--- src/rtl/weight_updater_pkg.sv ---
// -----------------------------------------------------------------------------
// nn_pkg -- shared types and constants for the weight-update datapath.
//   upd_state_t : FSM state encoding of weight_updater (IDLE/UPDATE/DONE).
//   SAT_MIN     : lower clamp of an unsigned weight.
//   sat_max()   : upper clamp of an unsigned weight of a given width.
// -----------------------------------------------------------------------------
package nn_pkg;

    typedef enum logic [1:0] {
        IDLE   = 2'd0,
        UPDATE = 2'd1,
        DONE   = 2'd2
    } upd_state_t;

    localparam int SAT_MIN = 0;

    // Largest value representable by an unsigned weight of width bl.
    function automatic int sat_max(input int bl);
        return (1 << bl) - 1;
    endfunction

endpackage

--- src/rtl/weight_updater_if.sv ---
// -----------------------------------------------------------------------------
// weight_updater_if -- control/data bundle between a training controller and
// the weight updater.
//   load_en, load_weights : bulk overwrite of the weight store
//   start_valid/ready     : update-request handshake
//   error, inputs         : error term and activations of the request
//   weights               : current weight store
//   busy, done            : FSM status
// master = controller side, slave = weight_updater side.
// -----------------------------------------------------------------------------
interface weight_updater_if #(
    parameter int num_inputs = 2,
    parameter int bit_length = 4
);
    logic                                  load_en;
    logic [num_inputs-1:0][bit_length-1:0] load_weights;
    logic                                  start_valid;
    logic                                  start_ready;
    logic signed [bit_length-1:0]          error;
    logic [num_inputs-1:0][bit_length-1:0] inputs;
    logic [num_inputs-1:0][bit_length-1:0] weights;
    logic                                  busy;
    logic                                  done;

    modport master (
        output load_en, load_weights, start_valid, error, inputs,
        input  start_ready, weights, busy, done
    );

    modport slave (
        input  load_en, load_weights, start_valid, error, inputs,
        output start_ready, weights, busy, done
    );
endinterface

--- src/rtl/weight_updater_delta_sat.sv ---
// -----------------------------------------------------------------------------
// weight_delta_sat -- combinational single-weight update:
//   new_w = clamp(w + ((error * x) >>> lr_shift), 0, 2^bit_length-1)
// Ports:
//   w     : current unsigned weight
//   x     : unsigned activation paired with w
//   error : signed error term
//   new_w : saturated updated weight
// -----------------------------------------------------------------------------
module weight_delta_sat
    import nn_pkg::*;
#(
    parameter int bit_length = 4,
    parameter int lr_shift   = 2
) (
    input  logic [bit_length-1:0]        w,
    input  logic [bit_length-1:0]        x,
    input  logic signed [bit_length-1:0] error,
    output logic [bit_length-1:0]        new_w
);
    localparam int PW = 2 * bit_length + 1;  // product width
    localparam int SW = PW + 1;              // sum width, never overflows
    localparam logic signed [SW-1:0] SUM_MAX = SW'(sat_max(bit_length));
    localparam logic signed [SW-1:0] SUM_MIN = SW'(SAT_MIN);

    logic signed [PW-1:0] e_ext;
    logic signed [PW-1:0] x_ext;
    logic signed [PW-1:0] prod;
    logic signed [PW-1:0] delta;
    logic signed [SW-1:0] w_ext;
    logic signed [SW-1:0] d_ext;
    logic signed [SW-1:0] sum;

    // NOTE: every variable gets a value on every path through always_comb,
    // otherwise synthesis infers a latch to hold the old value.
    always_comb begin
        e_ext = {{(PW-bit_length){error[bit_length-1]}}, error};
        x_ext = {{(PW-bit_length){1'b0}}, x};   // activation is unsigned
        prod  = e_ext * x_ext;
        delta = prod >>> lr_shift;              // floor division by 2^lr_shift
        w_ext = {{(SW-bit_length){1'b0}}, w};
        d_ext = {delta[PW-1], delta};
        sum   = w_ext + d_ext;
        new_w = sum[bit_length-1:0];
        if (sum < SUM_MIN) begin
            new_w = '0;
        end else if (sum > SUM_MAX) begin
            new_w = '1;
        end
    end
endmodule

--- src/rtl/weight_updater.sv ---
// -----------------------------------------------------------------------------
// weight_updater -- sequential weight store with error-driven update.
// An accepted request captures error and inputs, then walks the weights one
// per cycle through a single shared weight_delta_sat, pulses done for one
// cycle and returns to IDLE. Weights can be bulk-loaded while idle.
// Ports:
//   clk : rising-edge clock
//   rst : synchronous active-high reset
//   bus : weight_updater_if slave (load, request handshake, weights, status)
// -----------------------------------------------------------------------------
module weight_updater
    import nn_pkg::*;
#(
    parameter int num_inputs = 2,
    parameter int bit_length = 4,
    parameter int lr_shift   = 2
) (
    input logic             clk,
    input logic             rst,
    weight_updater_if.slave bus
);
    localparam int IW = (num_inputs > 1) ? $clog2(num_inputs) : 1;
    localparam logic [IW-1:0] LAST_IDX = IW'(num_inputs - 1);

    upd_state_t                            state;
    logic [IW-1:0]                         idx;
    logic signed [bit_length-1:0]          error_q;
    logic [num_inputs-1:0][bit_length-1:0] inputs_q;
    logic [num_inputs-1:0][bit_length-1:0] weights_q;
    logic                                  busy_q;
    logic                                  done_q;
    logic [bit_length-1:0]                 new_w;

    weight_delta_sat #(
        .bit_length (bit_length),
        .lr_shift   (lr_shift)
    ) u_delta_sat (
        .w     (weights_q[idx]),
        .x     (inputs_q[idx]),
        .error (error_q),
        .new_w (new_w)
    );

    // NOTE: state is updated with non-blocking assignments so every flop
    // samples pre-edge values regardless of statement order.
    always_ff @(posedge clk) begin
        if (rst) begin
            // NOTE: the weight store is reset here because reset must abort
            // an update and leave a known all-zero store.
            state     <= IDLE;
            idx       <= '0;
            error_q   <= '0;
            inputs_q  <= '0;
            weights_q <= '0;
            busy_q    <= 1'b0;
            done_q    <= 1'b0;
        end else begin
            case (state)
                IDLE: begin
                    done_q <= 1'b0;
                    if (bus.load_en) begin
                        weights_q <= bus.load_weights;   // load beats start
                    end else if (bus.start_valid) begin
                        error_q  <= bus.error;
                        inputs_q <= bus.inputs;
                        idx      <= '0;
                        busy_q   <= 1'b1;
                        state    <= UPDATE;
                    end
                end
                UPDATE: begin
                    weights_q[idx] <= new_w;
                    if (idx == LAST_IDX) begin
                        done_q <= 1'b1;
                        state  <= DONE;
                    end else begin
                        idx <= idx + 1'b1;
                    end
                end
                DONE: begin
                    done_q <= 1'b0;
                    busy_q <= 1'b0;
                    idx    <= '0;
                    state  <= IDLE;
                end
                default: begin
                    state  <= IDLE;
                    busy_q <= 1'b0;
                    done_q <= 1'b0;
                end
            endcase
        end
    end

    assign bus.start_ready = (state == IDLE) && !bus.load_en && !rst;
    assign bus.weights     = weights_q;
    assign bus.busy        = busy_q;
    assign bus.done        = done_q;
endmodule

--- src/flat_wrapper.sv ---
// flat-port wrapper written by rule: the top's interface ports become plain ports
module weight_updater_flat import nn_pkg::*;
#(
    parameter int num_inputs = 2,
    parameter int bit_length = 4,
    parameter int lr_shift   = 2
)
  (clk, rst, bus_load_en, bus_load_weights, bus_start_valid, bus_error, bus_inputs, bus_start_ready, bus_weights, bus_busy, bus_done);
  weight_updater_if #(.num_inputs(num_inputs), .bit_length(bit_length)) bus_i ();
  input logic clk;
  input logic rst;
  input wire logic [$bits(bus_i.load_en)-1:0] bus_load_en;
  input wire logic [$bits(bus_i.load_weights)-1:0] bus_load_weights;
  input wire logic [$bits(bus_i.start_valid)-1:0] bus_start_valid;
  input wire logic [$bits(bus_i.error)-1:0] bus_error;
  input wire logic [$bits(bus_i.inputs)-1:0] bus_inputs;
  output wire logic [$bits(bus_i.start_ready)-1:0] bus_start_ready;
  output wire logic [$bits(bus_i.weights)-1:0] bus_weights;
  output wire logic [$bits(bus_i.busy)-1:0] bus_busy;
  output wire logic [$bits(bus_i.done)-1:0] bus_done;
  assign bus_i.load_en = bus_load_en;
  assign bus_i.load_weights = bus_load_weights;
  assign bus_i.start_valid = bus_start_valid;
  assign bus_i.error = bus_error;
  assign bus_i.inputs = bus_inputs;
  assign bus_start_ready = bus_i.start_ready;
  assign bus_weights = bus_i.weights;
  assign bus_busy = bus_i.busy;
  assign bus_done = bus_i.done;
  weight_updater #(.num_inputs(num_inputs), .bit_length(bit_length), .lr_shift(lr_shift)) u_core (.clk(clk), .rst(rst), .bus(bus_i));
endmodule
--- config.mk ---
export PLATFORM = sky130hd
export DESIGN_NAME = weight_updater_flat
export DESIGN_NICKNAME = d
export VERILOG_FILES = /design/src/rtl/weight_updater_pkg.sv /design/src/rtl/weight_updater_if.sv /design/src/rtl/weight_updater_delta_sat.sv /design/src/rtl/weight_updater.sv /design/src/flat_wrapper.sv
export SDC_FILE = /design/constraint.sdc
export NUM_CORES = 1
export LEC_CHECK = 0
export BUFFER_PORTS_ARGS = -buffer_cell sky130_fd_sc_hd__buf_2
export CORE_MARGIN = 2
export CORE_UTILIZATION = 60
export CTS_CLUSTER_SIZE = 12
export DETAILED_ROUTE_END_ITERATION = 10
export PLACE_DENSITY = 0.85
export SLEW_MARGIN = 10
export SYNTH_ARGS = -nofsm -noshare
export SYNTH_HDL_FRONTEND = slang
export SYNTH_HIERARCHICAL = 1
export SYNTH_SLANG_ARGS = --single-unit
--- constraint.sdc ---
create_clock -name clk -period 7.9 [get_ports clk]
set_input_delay 0 -clock clk [delete_from_list [all_inputs] [get_ports clk]]
set_output_delay 0 -clock clk [all_outputs]
set_load 0.01 [all_outputs]
# After elaboration in Yosys (flattened, before gate mapping)
# Index checks and enable logic that the tools add are counted.
# op_classes
n_addsub,2
multipliers,1
n_lt_le_gt_ge,4
eq_ne,6
mux,22
bitwise,2
n_reduce_logical,14
# ops
cell,n
$mux 4,7
$pmux 8 s2,1
$reduce_and 3->1,4
$mul 4x5->9,1
$add 5x7->8,1
$bwmux 8,1
$gt 8x5->1 const B,1
$lt 8x1->1 const B,1
$mux 8,1
$mux 2,3
$ne 2x2->1 const B,3
$mux 1,5
$demux 4 s1,1
$pmux 2 s2,1
$logic_and 1x1->1,3
$pmux 1 s3,1
$reduce_bool 3->1,1
$eq 2x1->1 const B,1
$eq 2x2->1 const B,1
$logic_not 1->1,2
$logic_not 2->1,1
$lt 1x2->1 const B,1
$ne 2x1->1 const B,1
$not 1->1,2
other kinds (6),6
# totals
regBits,25
input_bits,24
output_inout_bits,11
wordCells,60

# Longest topological paths before layout
# Gate-level depths: netlist of the first run.
# logic_depth
word_depth,9
mapped_depth,21
ltp_nobuf,20

# Hierarchy
# Netlist of the first run, hierarchy kept.
# modules_own_cells
mod,instances,cells_each,area_each_um2,seq_area_each_um2
weight_updater,1,131,1139.8,500.5
weight_delta_sat,1,100,853.3,0.0

# Least setup slack after synthesis of the first run
# No wires, ideal clock.
# synth_path
path_kind,register to register
startpoint,register u_core.idx
endpoint,register u_core.weights_q (netlist bit u_core/bus.weights[1])
setup_ns,0.141
arrival_time_ns,5.100
t_required_ns,7.759
slack_ns,2.658
path_stages_with_launch,21
n_path_buf,1
synth_period_minus_slack_ns,5.242
cell_sequence,dfxtp_1 -> buf_2 -> mux2_2 -> nand2b_1 -> fa_1 -> fa_1 -> inv_1 -> fa_1 -> ha_1 -> inv_1 -> fa_1 -> inv_1 -> ha_1 -> nand2b_1 -> a21boi_0 -> nor2_1 -> o41ai_2 -> a221oi_2 -> a22o_1 -> a22oi_1 -> a21oi_1
# synth_between
elab_chain_cells,9
elab_cells_between_ends,17
cone_classes,add/sub (1); mul (1); order compare (4); mux (10); reduce/logical (1)
# synth_lines
element,line_no,source
start: declaration,weight_updater.sv:26,logic [IW-1:0] idx;
start signal: assignment,weight_updater.sv:77,idx <= idx + 1'b1;
$mux 4 (not written as such) (2 in series),weight_updater.sv:39,".x (inputs_q[idx]),"
$mul 4x5->9,weight_updater_delta_sat.sv:39,prod = e_ext * x_ext;
$add 5x7->8 (*),weight_updater_delta_sat.sv:43,sum = w_ext + d_ext;
$gt 8x5->1,weight_updater_delta_sat.sv:47,end else if (sum > SUM_MAX) begin
$mux 4,weight_updater_delta_sat.sv:47,
$mux 4 (*),weight_updater_delta_sat.sv:45,if (sum < SUM_MIN) begin
via u_core.new_w[1],weight_updater.sv:32,logic [bit_length-1:0] new_w;
$bwmux 8 (*),weight_updater.sv:72,weights_q[idx] <= new_w;
$pmux 8 s2 (*),weight_updater.sv:58,case (state)
end signal: assignment,weight_updater.sv:62,weights_q <= bus.load_weights;
end signal: indexed assignment,weight_updater.sv:72,
end: declaration,weight_updater.sv:29,logic [num_inputs-1:0][bit_length-1:0] weights_q;
# The timed path passes the listed nets; every way through them passes the cells marked *. The select of a mux whose other input is x is not followed.
# A chain may end at the register's enable or synchronous reset.

# Worst setup path in the final report of the first run
# Ends and elaborated chain as after synthesis.

==> qor.txt, run 1 <==
status: completed
Initial Utilization: 64.2%
Critical Path End Type: flop
min Tclk post-route: 5.66 ns
Critical Path Fanout Max: 15
Clock Latency Late Sink: 0.32 ns
clk buf depth: 2
register area share after synthesis: 25.1%
Root Driver: clkbuf_4
Clk pin slew, worst setup/hold paths: 0.14 ns
Min-Delay Startpoint: bus_load_weights[7]
antenna violations before repair: 0
PostCTS Resize Cnt: 0
DRT Wirelength: 4590 um
DRT iter0 DRCs: 74
first-pass GRT wire length: 7450 um
Hold Crit Depth: 3
Max Clk Rate: 177 MHz
Worst Tran Pin Value: 0.721 ns
CP startpoint kind: flop
most common cell in the netlist: nand2_1
final hold violations: 0
Total GRT Usage: 26.5%
max_cap viols: 0
Slew Limit Fails: 0
DP Wirelength: 3210 um
largest net degree at the start of global routing: 27
slew margin rel.: 51.7%
layout cells sized above 1: 26.0%
Yosys top cell area share: 25.1%
Die X: 61.6 um
PD cells: 123 nW/um2
DRC Markers: 0
Remaining Overflow, GRT: 0
H-tree Lvls: 1
WS Path Type: flop to flop
cells after synthesis: 231
CTS tree: built
synthesis-to-layout area growth: 18.4%
HP Class: input port to flop
Seq cells post-synth: 25
Required @ worst endpoint: 8.09 ns
Post-synth ARST share: 0%
R2R Setup Slk: 2.24 ns
I/O pin cnt: 35
RePlAce Congestion: 0.860
drt first pass iters: 4
Final ANT Viol Nets: 0
Main synth FF type: dfxtp_1
Avg WL per Cell: 14.3 um
Post-CTS Setup Inserts: 0
total CTS buffers: 3
Die Ht: 61.6 um
Mapped Area: 1990 um2
r2r startpoint: u_core/idx$_SDFFE_PP0P_
Final setup viols: 0
Tot Pwr: 0.291 mW
period utilization: 71.7%
R2R cell count: 19
Worst Path Arrival: 5.85 ns
core outline area: 3100 um2
leakage: 1.09 nW
synth warn: 6
leading area contributor after synthesis: dfxtp_1
hold_buf cts: 16
Worst VDD drop: 0.000107 V
syn avg cell area: 8.63 um2
Synth area leaders: dfxtp_1 (25%), ha_1 (13%), fa_1 (6.0%)
worst r2r dst: u_core/bus.weights[1]$_SDFFE_PP0P_
hold-critical path endpoint: u_core/bus.weights[7]$_SDFFE_PP0P_
clk sinks: 25
number of inserted diodes: 0
Die ar.: 3800 um2
Via Count: 1825
Post-Syn Nets: 281
RSZ-0062 raised after global routing: no
Row Count: 20
fin nets: 328
PortBufs: 34
Final Skew: 0.0124 ns
vias in the first global route: 1726
Post-synth EDFFs: 0
setup TNS: 0 ns
top cells by count, synth: nand2_1 (32), dfxtp_1 (25), ha_1 (20), inv_1 (18), nor2_1 (17)
vias per cell: 5.69
Cell variety after synth: 47
[layer usage]
| metal | GRT usage (%) | part of all wire [%] | up-vias |
|---|---|---|---|
| met5 | 0 | 0 | - |
| met4 | 8.51 | 1.3 | 0 |
| met3 | 4.41 | 4.5 | 8 |
| met2 | 45.4 | 49 | 62 |
| met1 | 33.8 | 45 | 860 |
| li1 | - | - | 895 |
[layout make-up]
type,count,area [um2]
Sequential cell,25,500
Inverter,18,67.6
Clock inverter,1,5.00
Fill cell,246,743
Timing Repair Buffer,50,330
Clock buffer,3,22.5
Multi-Input combinational cell,180,1380
Tap cell,44,55.1
[worst max-delay path, stage by stage (launching register included)]
cell,delay [ns]
dfxtp_1,0.71
mux2_2,0.41
nand2b_1,0.17
fa_1,0.52
fa_1,0.54
inv_1,0.05
fa_1,0.50
ha_1,0.18
inv_1,0.06
fa_1,0.47
inv_1,0.04
ha_1,0.31
nand2b_1,0.07
a21boi_0,0.34
nor2_1,0.14
o41ai_2,0.46
a221oi_2,0.13
a22o_1,0.22
a22oi_1,0.13
a21oi_1,0.09
[metrics by stage]
step / utilization (%) / hold slack [ns] / setup WS (ns) / cell area (um2) / cells
after detailed placement: 70.0 / 0.246 / 2.28 / 2170 / 301
final: 76.0 / 0.0193 / 2.24 / 2360 / 321
after global placement: 70.0 / 0.241 / 2.43 / 2170 / 301
after CTS: 76.0 / 0.0108 / 2.25 / 2360 / 321
after floorplan: - / 0.0504 / 2.66 / 1990 / 231
after global routing: 76.0 / 0.0232 / 1.93 / 2360 / 321
[sequential cells by signal, indices dropped and copies added, names as in the netlist]
register / flops
u_core/bus.busy: 1
u_core/bus.done: 1
u_core/bus.weights: 8
u_core/error_q: 4
u_core/idx: 1
u_core/inputs_q: 8
u_core/state: 2
[cells in the final DEF (no fill, tap or decap), types with 8 or more instances in the layout]
master	Yosys	layout
a21oi_2	10	10
nor2_1	17	17
a21oi_1	12	12
inv_1	18	18
ha_1	20	20
dfxtp_1	25	25
buf_2	4	34
dlygate4sd3_1	0	16
nand2_1	32	32
mux2_2	8	8
[cells by family (layout without fill, tap and decap cells)]
| group | after synthesis | after routing | share of synthesized area (%) |
|---|---|---|---|
| simple gates | 88 | 88 | 22.9 |
| compound gates | 52 | 52 | 20.5 |
| fa+ha+maj | 26 | 26 | 18.6 |
| buf+inv | 26 | 72 | 5.71 |
| flops | 25 | 25 | 25.1 |
| mux | 8 | 8 | 4.52 |
| xor+xnor | 6 | 6 | 2.64 |
[power by group]
group          total, mW  internal [mW]  switching [mW]
logic             0.0898         0.0428          0.0470
clock network     0.0576         0.0190          0.0386
registers          0.143          0.134         0.00932
[worst max-delay path by stage]
stage	startpoint	to	cells after the start
2_1_floorplan	u_core/idx$_SDFFE_PP0P_	u_core/bus.weights[1]$_SDFFE_PP0P_	20
3_3_place_gp	u_core/idx$_SDFFE_PP0P_	u_core/bus.weights[1]$_SDFFE_PP0P_	19
3_5_place_dp	u_core/idx$_SDFFE_PP0P_	u_core/bus.weights[1]$_SDFFE_PP0P_	19
4_1_cts	u_core/idx$_SDFFE_PP0P_	u_core/bus.weights[1]$_SDFFE_PP0P_	19
5_1_grt	u_core/idx$_SDFFE_PP0P_	u_core/bus.weights[1]$_SDFFE_PP0P_	19
6_report	u_core/idx$_SDFFE_PP0P_	u_core/bus.weights[1]$_SDFFE_PP0P_	19
(Power assumes the default switching activity.)
==> run 2, diff against run 1 <==
--- a/config.mk
+++ b/config.mk
@@ -5,12 +5,13 @@
 export SDC_FILE = /design/constraint.sdc
 export NUM_CORES = 1
 export LEC_CHECK = 0
+export ABC_AREA = 1
 export BUFFER_PORTS_ARGS = -buffer_cell sky130_fd_sc_hd__buf_2
 export CORE_MARGIN = 2
-export CORE_UTILIZATION = 60
+export CORE_UTILIZATION = 57
 export CTS_CLUSTER_SIZE = 12
 export DETAILED_ROUTE_END_ITERATION = 10
-export PLACE_DENSITY = 0.85
+export PLACE_DENSITY = 0.81
 export SLEW_MARGIN = 10
 export SYNTH_ARGS = -nofsm -noshare
 export SYNTH_HDL_FRONTEND = slang
==> constraint.sdc (replaced) <==
create_clock -name clk -period 5.7 [get_ports clk]
set_input_delay 0 -clock clk [delete_from_list [all_inputs] [get_ports clk]]
set_output_delay 0 -clock clk [all_outputs]
set_load 0.01 [all_outputs]
==> run 2 against run 1 <==
Count of clock-buffer cells in the layout is the same. Core utilization shrank 2.5 points. Global-route usage shrank 1.6 points. Worst hold slack lost 0.0040 ns. Die area grew 9.3%. Setup slack lost 1.6 ns. Wire length grew 3.1%. Area after synthesis grew 4.5%. Synthesized cell count grew 36%. Sequential share of layout area shrank 1.3 points. Critical path depth grew 8. Largest cell class unchanged.
==> qor.txt, run 2 <==
final hold violations: 0 (unchanged)
Die X: 64.4 um (was 61.6 um)
Seq cells post-synth: 25 (unchanged)
H-tree Lvls: 1 (unchanged)
post-synthesis mux area share: 0% (was 4.52%)
Avg WL per Cell: 11.5 um (was 14.3 um)
PortBufs: 34 (unchanged)
Critical Path End Type: flop (unchanged)
Crit path max-delay family: adder cells (unchanged)
layout cells sized above 1: 19.9% (was 26.0%)
Critical Path Fanout Max: 15 (unchanged)
drt first pass iters: 5 (was 4)
PD cells: 181 nW/um2 (was 123 nW/um2)
DRT Wirelength: 4740 um (was 4590 um)
Worst VDD drop: 0.000160 V (was 0.000107 V)
Main synth FF type: dfxtp_1 (unchanged)
vias per cell: 5.09 (was 5.69)
Required @ worst endpoint: 5.97 ns (was 8.09 ns)
most frequent cells in the layout: nand2_1 (73), nor2_1 (50), inv_1 (42) (was buf_2 (34), nand2_1 (32), dfxtp_1 (25))
antenna violations before repair: 0 (unchanged)
Root Driver: clkbuf_4 (unchanged)
Post-CTS Setup Inserts: 0 (unchanged)
fin nets: 418 (was 328)
synth warn: 6 (unchanged)
Via Count: 2101 (was 1825)
adder-cell share of the synthesized area: 17.8% (was 18.6%)
Synth Area in Compound Gates: 8.95% (was 20.5%)
Yosys top cell area share: 24.0% (was 25.1%)
CP startpoint kind: flop (unchanged)
Post-synth EDFFs: 0 (unchanged)
slew margin rel.: 62.9% (was 51.7%)
DRT iter0 DRCs: 112 (was 74)
period utilization: 89.4% (was 71.7%)
Max Clk Rate: 196 MHz (was 177 MHz)
DRC Markers: 0 (unchanged)
top cells by count, synth: nand2_1 (73), nor2_1 (50), inv_1 (42), dfxtp_1 (25), o21ai_0 (21) (was nand2_1 (32), dfxtp_1 (25), ha_1 (20), inv_1 (18), nor2_1 (17))
Final Skew: 0.00924 ns (was 0.0124 ns)
Final setup viols: 0 (unchanged)
clk buf depth: 2 (unchanged)
Remaining Overflow, GRT: 0 (unchanged)
Die Ht: 64.4 um (was 61.6 um)
Die ar.: 4150 um2 (was 3800 um2)
slowest CP cell: fa_1 (was dfxtp_1)
Cell variety after synth: 29 (was 47)
Post-Syn Nets: 365 (was 281)
vias in the first global route: 1951 (was 1726)
Clock Latency Late Sink: 0.34 ns (was 0.32 ns)
commonest non-fill, non-tap cell in the layout: nand2_1 (was buf_2)
number of inserted diodes: 0 (unchanged)
clk sinks: 25 (unchanged)
most common cell in the netlist: nand2_1 (unchanged)
post-route core utilization: 73.5% (was 76.0%)
core outline area: 3420 um2 (was 3100 um2)
cells after synthesis: 315 (was 231)
CTS tree: built (unchanged)
status: completed (unchanged)
largest family of logic cells by synthesized area: simple AND/OR/NAND/NOR gates (unchanged)
syn avg cell area: 6.61 um2 (was 8.63 um2)
CP most frequent cell: nand2_1 (was fa_1)
Synth area leaders: dfxtp_1 (24%), nand2_1 (13%), ha_1 (12%) (was dfxtp_1 (25%), ha_1 (13%), fa_1 (6.0%))
Worst Tran Pin Value: 0.557 ns (was 0.721 ns)
register area share after synthesis: 24.0% (was 25.1%)
crit-path max cell delay: 0.54 ns (was 0.71 ns)
Buffers & Inverters on Critical Path: 5 (was 3)
RePlAce Congestion: 0.923 (was 0.860)
Post-synth ARST share: 0% (unchanged)
Row Count: 21 (was 20)
XOR/XNOR Fraction of Synth Area: 1.68% (was 2.64%)
DP Wirelength: 3420 um (was 3210 um)
largest net degree at the start of global routing: 21 (was 27)
Initial Utilization: 61.0% (was 64.2%)
Worst Path Arrival: 5.37 ns (was 5.85 ns)
WS Path Type: flop to flop (unchanged)
simple-gate share of the synthesized area: 37.1% (was 22.9%)
leading area contributor after synthesis: dfxtp_1 (unchanged)
min Tclk post-route: 5.10 ns (was 5.66 ns)
first-pass GRT wire length: 8260 um (was 7450 um)
max_cap viols: 0 (unchanged)
I/O pin cnt: 35 (unchanged)
setup TNS: 0 ns (unchanged)
HP Class: input port to flop (unchanged)
leakage: 1.39 nW (was 1.09 nW)
Clk pin slew, worst setup/hold paths: 0.15 ns (was 0.14 ns)
Total GRT Usage: 24.8% (was 26.5%)
synthesis-to-layout area growth: 20.6% (was 18.4%)
total CTS buffers: 3 (unchanged)
RSZ-0062 raised after global routing: no (unchanged)
Slew Limit Fails: 0 (unchanged)
Mapped Area: 2080 um2 (was 1990 um2)
Final ANT Viol Nets: 0 (unchanged)
==> run 2: timing repair <==
item / in CTS / in global routing
endpoints found under the hold margin: 23 / 0
gates resized for setup: 0 / 0
hold buffers: 20 / 0
==> run 2: cells by family (layout without fill, tap and decap cells) <==
kind of cell    count (synthesis)  count (layout)
fa+ha+maj                      26              26
buf+inv                        54             106
flops                          25              25
compound gates                 35              35
xor+xnor                        4               4
simple gates                  171             171
==> run 2: worst paths after layout <==
path,startpoint,to,slack (ns),cells past startpoint
hold reg to reg,u_core/bus.busy$_SDFFE_PP0P_,u_core/bus.busy$_SDFFE_PP0P_,0.50,2
hold / removal,bus_load_weights[2],u_core/bus.weights[2]$_SDFFE_PP0P_,0.02,5
setup / recovery,u_core/idx$_SDFFE_PP0P_,u_core/bus.weights[2]$_SDFFE_PP0P_,0.60,27
setup reg to reg,u_core/idx$_SDFFE_PP0P_,u_core/bus.weights[2]$_SDFFE_PP0P_,0.60,27
==> run 2: layout make-up <==
class	count	area [um2]
fillers	261	905
well taps	46	57.6
clock inverters	1	8.76
repair buffers	56	385
multi-input cells	236	1360
inverters	46	173
flip-flops and latches	25	500
clock buffers	3	22.5
==> run 2: metal layers <==
| layer | wire length [um] | vias up | GRT usage (%) |
|---|---|---|---|
| met5 | 0 | - | 0 |
| met4 | 103 | 0 | 9.84 |
| li1 | - | 1080 | - |
| met2 | 2260 | 82 | 43.9 |
| met3 | 236 | 11 | 2.78 |
| met1 | 2140 | 928 | 30.9 |
==> run 2: per-stage QoR <==
step | cell area [um2] | worst slack, ns | cells | total power [mW] | hold WS (ns)
global route | 2510 | 0.331 | 413 | 0.487 | 0.0226
detailed placement | 2280 | 0.675 | 389 | 0.357 | 0.257
global placement | 2280 | 0.768 | 389 | 0.354 | 0.252
finish | 2510 | 0.604 | 413 | 0.455 | 0.0152
floorplan | 2080 | 0.799 | 315 | 0.318 | 0.0507
CTS | 2510 | 0.628 | 413 | 0.456 | 0.00613
==> run 2: power by group <==
part / total [mW] / internal, mW / switching (mW) / leakage, nW
combinational: 0.168 / 0.0693 / 0.0983 / 1.16
sequential: 0.199 / 0.189 / 0.0103 / 0.206
clock: 0.0882 / 0.0287 / 0.0595 / 0.0183
total: 0.455 / 0.287 / 0.168 / 1.39
==> run 2: worst register-to-register path, stage by stage, from the launching register on <==
cell,delay (ns)
dfxtp_1,0.34
buf_4,0.18
nand2_1,0.07
nand2_1,0.07
or2_2,0.31
fa_1,0.51
fa_1,0.54
inv_1,0.05
fa_1,0.50
ha_1,0.22
inv_1,0.07
fa_1,0.40
xnor2_1,0.16
ha_1,0.36
nand2_1,0.08
o21ai_2,0.18
nand3_1,0.12
nor2_2,0.10
nand2_2,0.07
nand2_4,0.07
nor2_4,0.04
a21oi_1,0.15
inv_1,0.08
nor2_1,0.09
nand2_1,0.07
nand2_1,0.08
inv_1,0.04
a21oi_1,0.10
